==> src/rtl/dmem_arbiter.sv <==
// dmem_arbiter: two-port (core C, debug D) arbiter and IDLE/ACCESS/RESP sequencer for a single-ported DMEM.
// Optional D starvation guard enabled by defining DMEM_ARB_STARVE_EN.
module dmem_arbiter #(
  parameter int ADDR_W       = 32,
  parameter int DATA_W       = 32,
  parameter int STARVE_LIMIT = 8
) (
  input  logic              clk,
  input  logic              rst,
  input  logic              c_req,
  input  logic              c_we,
  input  logic [ADDR_W-1:0] c_addr,
  input  logic [DATA_W-1:0] c_wdata,
  output logic              c_gnt,
  output logic              c_rvalid,
  output logic [DATA_W-1:0] c_rdata,
  input  logic              d_req,
  input  logic              d_we,
  input  logic [ADDR_W-1:0] d_addr,
  input  logic [DATA_W-1:0] d_wdata,
  output logic              d_gnt,
  output logic              d_rvalid,
  output logic [DATA_W-1:0] d_rdata,
  output logic              mem_en,
  output logic              mem_we,
  output logic [ADDR_W-1:0] mem_addr,
  output logic [DATA_W-1:0] mem_wdata,
  input  logic [DATA_W-1:0] mem_rdata,
  output logic              busy
);
  typedef enum logic [1:0] {IDLE, ACCESS, RESP} state_t;
  state_t state_q, state_d;
  logic we_q, we_d, own_q, own_d;
  logic [ADDR_W-1:0] addr_q, addr_d;
  logic [DATA_W-1:0] wdata_q, wdata_d;
  logic d_win, acc, resp;
  if (STARVE_LIMIT < 1 || STARVE_LIMIT > 255) begin : g_bad_limit
    $error("dmem_arbiter: STARVE_LIMIT out of range 1..255");
  end
`ifdef DMEM_ARB_STARVE_EN
  logic [7:0] wait_q, wait_d;
  assign d_win = d_req && (!c_req || wait_q == 8'(STARVE_LIMIT));
  // d_req high without a D win implies C won, and wait_q < STARVE_LIMIT, so +1 saturates naturally
  always_comb wait_d = (state_q != IDLE) ? wait_q : (!d_req || d_win) ? 8'd0 : wait_q + 8'd1;
  always_ff @(posedge clk)
    if (rst) wait_q <= '0;
    else wait_q <= wait_d;
`else
  assign d_win = d_req && !c_req;
`endif
  always_comb begin
    state_d = state_q;
    we_d    = we_q;
    own_d   = own_q;
    addr_d  = addr_q;
    wdata_d = wdata_q;
    if (state_q == IDLE && (c_req || d_req)) begin
      state_d = ACCESS;
      own_d   = d_win;
      we_d    = d_win ? d_we : c_we;
      addr_d  = d_win ? d_addr : c_addr;
      wdata_d = d_win ? d_wdata : c_wdata;
    end else if (state_q == ACCESS) state_d = we_q ? IDLE : RESP;
    else if (state_q == RESP) state_d = IDLE;
  end
  always_ff @(posedge clk)
    if (rst) begin
      state_q <= IDLE;
      we_q    <= 1'b0;
      own_q   <= 1'b0;
      addr_q  <= '0;
      wdata_q <= '0;
    end else begin
      state_q <= state_d;
      we_q    <= we_d;
      own_q   <= own_d;
      addr_q  <= addr_d;
      wdata_q <= wdata_d;
    end
  // rst gates the decode so an in-flight access is killed in the reset cycle itself
  assign acc       = !rst && state_q == ACCESS;
  assign resp      = !rst && state_q == RESP;
  assign busy      = !rst && state_q != IDLE;
  assign mem_en    = acc;
  assign mem_we    = acc && we_q;
  assign mem_addr  = rst ? '0 : addr_q;
  assign mem_wdata = rst ? '0 : wdata_q;
  assign c_gnt     = acc && !own_q;
  assign d_gnt     = acc && own_q;
  assign c_rvalid  = resp && !own_q;
  assign d_rvalid  = resp && own_q;
  assign c_rdata   = c_rvalid ? mem_rdata : '0;
  assign d_rdata   = d_rvalid ? mem_rdata : '0;
endmodule

==> config.mk <==
export PLATFORM = sky130hd
export DESIGN_NAME = dmem_arbiter
export DESIGN_NICKNAME = d
export VERILOG_FILES = /design/src/rtl/dmem_arbiter.sv
export SDC_FILE = /design/constraint.sdc
export NUM_CORES = 1
export LEC_CHECK = 0
export ABC_AREA = 1
export CORE_MARGIN = 4
export CORE_UTILIZATION = 33
export DETAILED_ROUTE_END_ITERATION = 8
export GPL_ROUTABILITY_DRIVEN = 0
export PLACE_DENSITY = 0.78
export SYNTH_ARGS = -nofsm -noshare
export SYNTH_HDL_FRONTEND = slang
export SYNTH_SLANG_ARGS = --single-unit
==> constraint.sdc <==
create_clock -name clk -period 1.3 [get_ports clk]
set_input_delay 0.26 -clock clk [delete_from_list [all_inputs] [get_ports clk]]
set_output_delay 0.26 -clock clk [all_outputs]
set_load 0.005 [all_outputs]
==> summary.md <==
| Metric | Value |
|---|---|
| Hold Path Class | `in2reg` |
| Number of routed nets with antenna violations | `0` |
| Latest clock arrival within the worst-skew pair | `330 ps` |
| Syn avg cell area | `5.90 um^2` |
| Port Buffers | `300` |
| Final Power | `7.53 mW` |
| Row count | `42` |
| Layout Utilization | `67.6%` |
| CP Class | `reg2out` |
| Starting Density | `34.1%` |
| CTS buffer count | `9` |
| Fin crit share | `139%` |
| Failing checks | `negative setup slack` |
| Chip Height | `126 um` |
| Core footprint | `13400 um^2` |
| Final global-route overflow total | `0` |
| DRT Wirelength | `21300 um` |
| Final nets | `1265` |
| Actual slew at the worst max-slew pin | `820 ps` |
| Leakage | `4.62 nW` |
| Final setup viols | `178` |
| Root Buffer | `clkbuf_16` |
| Register Area | `1390 um^2` |
| Post-synthesis cell count | `774` |
| # IOs | `301` |
| H-tree depth | `3` |
| Critical path arrival | `1540 ps` |
| Die Area | `15800 um^2` |
| Die Width | `126 um` |
| Worst Path Required | `1040 ps` |
| Antenna violations before repair | `3` |
| Distinct cells, synth | `17` |
| Post-route cell area | `9060 um^2` |
| Number of global-route vias before repair | `5966` |
| Drt initial violations | `225` |
| Worst slew margin | `45.3%` |
| Power per cell area | `831 nW/um^2` |
| Multi-input gate area | `2980 um^2` |
| Status | `complete, but fails checks` |
| Placed Area | `7800 um^2` |
| Post-Syn Nets | `943` |
| Yosys reg bits | `68` |
| Layout cell share with drive strength beyond 1 | `30.5%` |
| Area growth syn-to-layout | `98.4%` |
| CTS max path bufs | `2` |
| Layout Skew | `7.76 ps` |
| CP Launch Type | `register` |
| Crit path setup slack, layout | `-503 ps` |
| CTS tree | `yes` |
| Min Tclk post-route | `1800 ps` |
| Largest net degree at the start of global routing | `69` |
| Total Neg Setup Slack | `-54180 ps` |
| Peak supply drop | `0.582 mV` |
| TritonCTS Sinks | `68` |
| Final hold vios | `0` |
| CP endpoint kind | `output port` |
| # fillers | `1197` |
| Number of remaining DRC errors | `0` |
| Max_cap viols | `0` |
| RSZ-0062 raised after global routing | `true` |
| Fmax | `555 MHz` |
| Worst-path fanout max | `8` |
| GRT Overall Usage | `24.8%` |
| First-pass DRT Iterations | `6` |
| Yosys top cell area share | `29.8%` |
| Vias per cell | `4.69` |
| First-pass GRT wire length | `31100 um` |
| Post-synthesis sequential area ratio | `29.8%` |
| Vias | `6002` |
| Clock-pin transition on the worst setup and hold timing paths | `60 ps` |
| Leading area contributor after synthesis | `dfxtp_1` |
| Wirelength per Cell | `16.6 um` |
| Final Max Tran Viols | `0` |
| Mapped Area | `4570 um^2` |
| Synth area leaders | `dfxtp_1 30%, nand3_1 15%, inv_1 14%, nor2_1 11%, nand2_1 11%` |
| Ys Warns | `0` |
| CTS Hold Bufs | `0` |
| HPWL after DPL | `13400 um` |
## sequential cells by signal, summed over array words and instances (netlist names)
name and count:
we_q 1, wdata_q 32, state_q 2, own_q 1
addr_q 32
## cell usage in the layout, fill, tap and decap left out
cell type / count
nand2_4: 2
diode_2: 3
buf_4: 22
nand2_1: 129
a21oi_2: 1
ha_2: 1
nor2_4: 27
nand3b_1: 65
ha_4: 2
inv_2: 4
clkinvlp_4: 1
inv_1: 165
buf_16: 10
clkdlybuf4s50_1: 163
clkbuf_8: 4
dfxtp_2: 13
clkbuf_16: 13
a21oi_1: 1
nand4_1: 1
buf_6: 20
buf_2: 69
dlygate4sd2_1: 41
nand3_1: 59
dfxtp_1: 53
inv_4: 2
nand3_4: 5
clkinv_2: 1
nand3_2: 69
nor2_2: 23
buf_12: 13
clkbuf_2: 24
buf_8: 1
bufinv_16: 1
nand2_2: 5
nor2_1: 88
dfxtp_4: 2
o21ai_4: 1
## critical path, stage by stage, from the launching register on
cell and delay (ps):
dfxtp_2 320, inv_2 70, ha_4 170, nand3_4 180, clkbuf_16 230, nor2_1 110
buf_2 140
## power by group
group          switching, mW  internal, mW  leakage (nW)
Combinational           1.14          1.34          3.89
Sequential             0.152          2.32         0.568
Clock                  0.895          1.69         0.158
## synth_stat cells (all sizes together)
cell / number
nor2: 138
nand3: 133
clkbuf: 11
o21ai: 1
buf: 45
ha: 3
nand2: 136
a21oi: 2
nand4: 1
nand3b: 65
dfxtp: 68
inv: 171
## repair_timing
action	CTS	global route
buffers inserted	25	4
pin swaps	60	39
gates cloned	16	4
endpoints found under the setup margin	203	202
gates resized for setup	431	194
## per-stage QoR
stage / std cells / hold slack [ps] / worst slack (ps)
finish: 1280 / 376 / -503
CTS: 1278 / 376 / -459
global route: 1280 / 404 / -551
global placement: 1222 / 456 / -467
detailed placement: 1222 / 459 / -501
floorplan: 774 / 447 / 21.0
## path summary, 6_finish.rpt
| kind | depth (start not counted) | end | from | slack, ps |
|---|---|---|---|---|
| worst min-delay path | 4 | addr_q[31] | d_req | 380 |
| worst max-delay path | 6 | d_rdata[26] | state_q[0] | -500 |
| worst max register to register | 12 | wdata_q[30] | state_q[0] | -410 |
| worst min register to register | 2 | addr_q[3] | addr_q[3] | 450 |
## cell type report
cell class,instances,share of cell area [%]
Clock buffer,13,3.09
Inverter,171,7.14
Multi-Input combinational cell,479,32.9
Antenna cell,3,0.0829
Clock inverter,3,0.470
Sequential cell,68,15.3
Tap cell,176,2.43
Timing Repair Buffer,367,38.6
## per-layer routing
| layer | vias up | part of all wire, % | track usage (%) |
|---|---|---|---|
| met5 | - | 0 | 0 |
| met1 | 2723 | 35 | 25.6 |
| met4 | 0 | 3.1 | 9.57 |
| li1 | 2969 | - | - |
| met2 | 265 | 54 | 48.4 |
| met3 | 45 | 7.4 | 5.50 |
## cell families (layout without fill, tap and decap cells)
logic type                 Yosys count  after routing  synth area share, %
buffers and inverters              227            554                 20.8
AOI/OAI and AO/OA                    3              3                0.575
adders and majority gates            3              3                0.822
other                                0              3                    0
DFF                                 68             68                 29.8
and+or+nand+nor                    473            473                 48.0
Note: power is estimated with default switching activity, not from simulation.
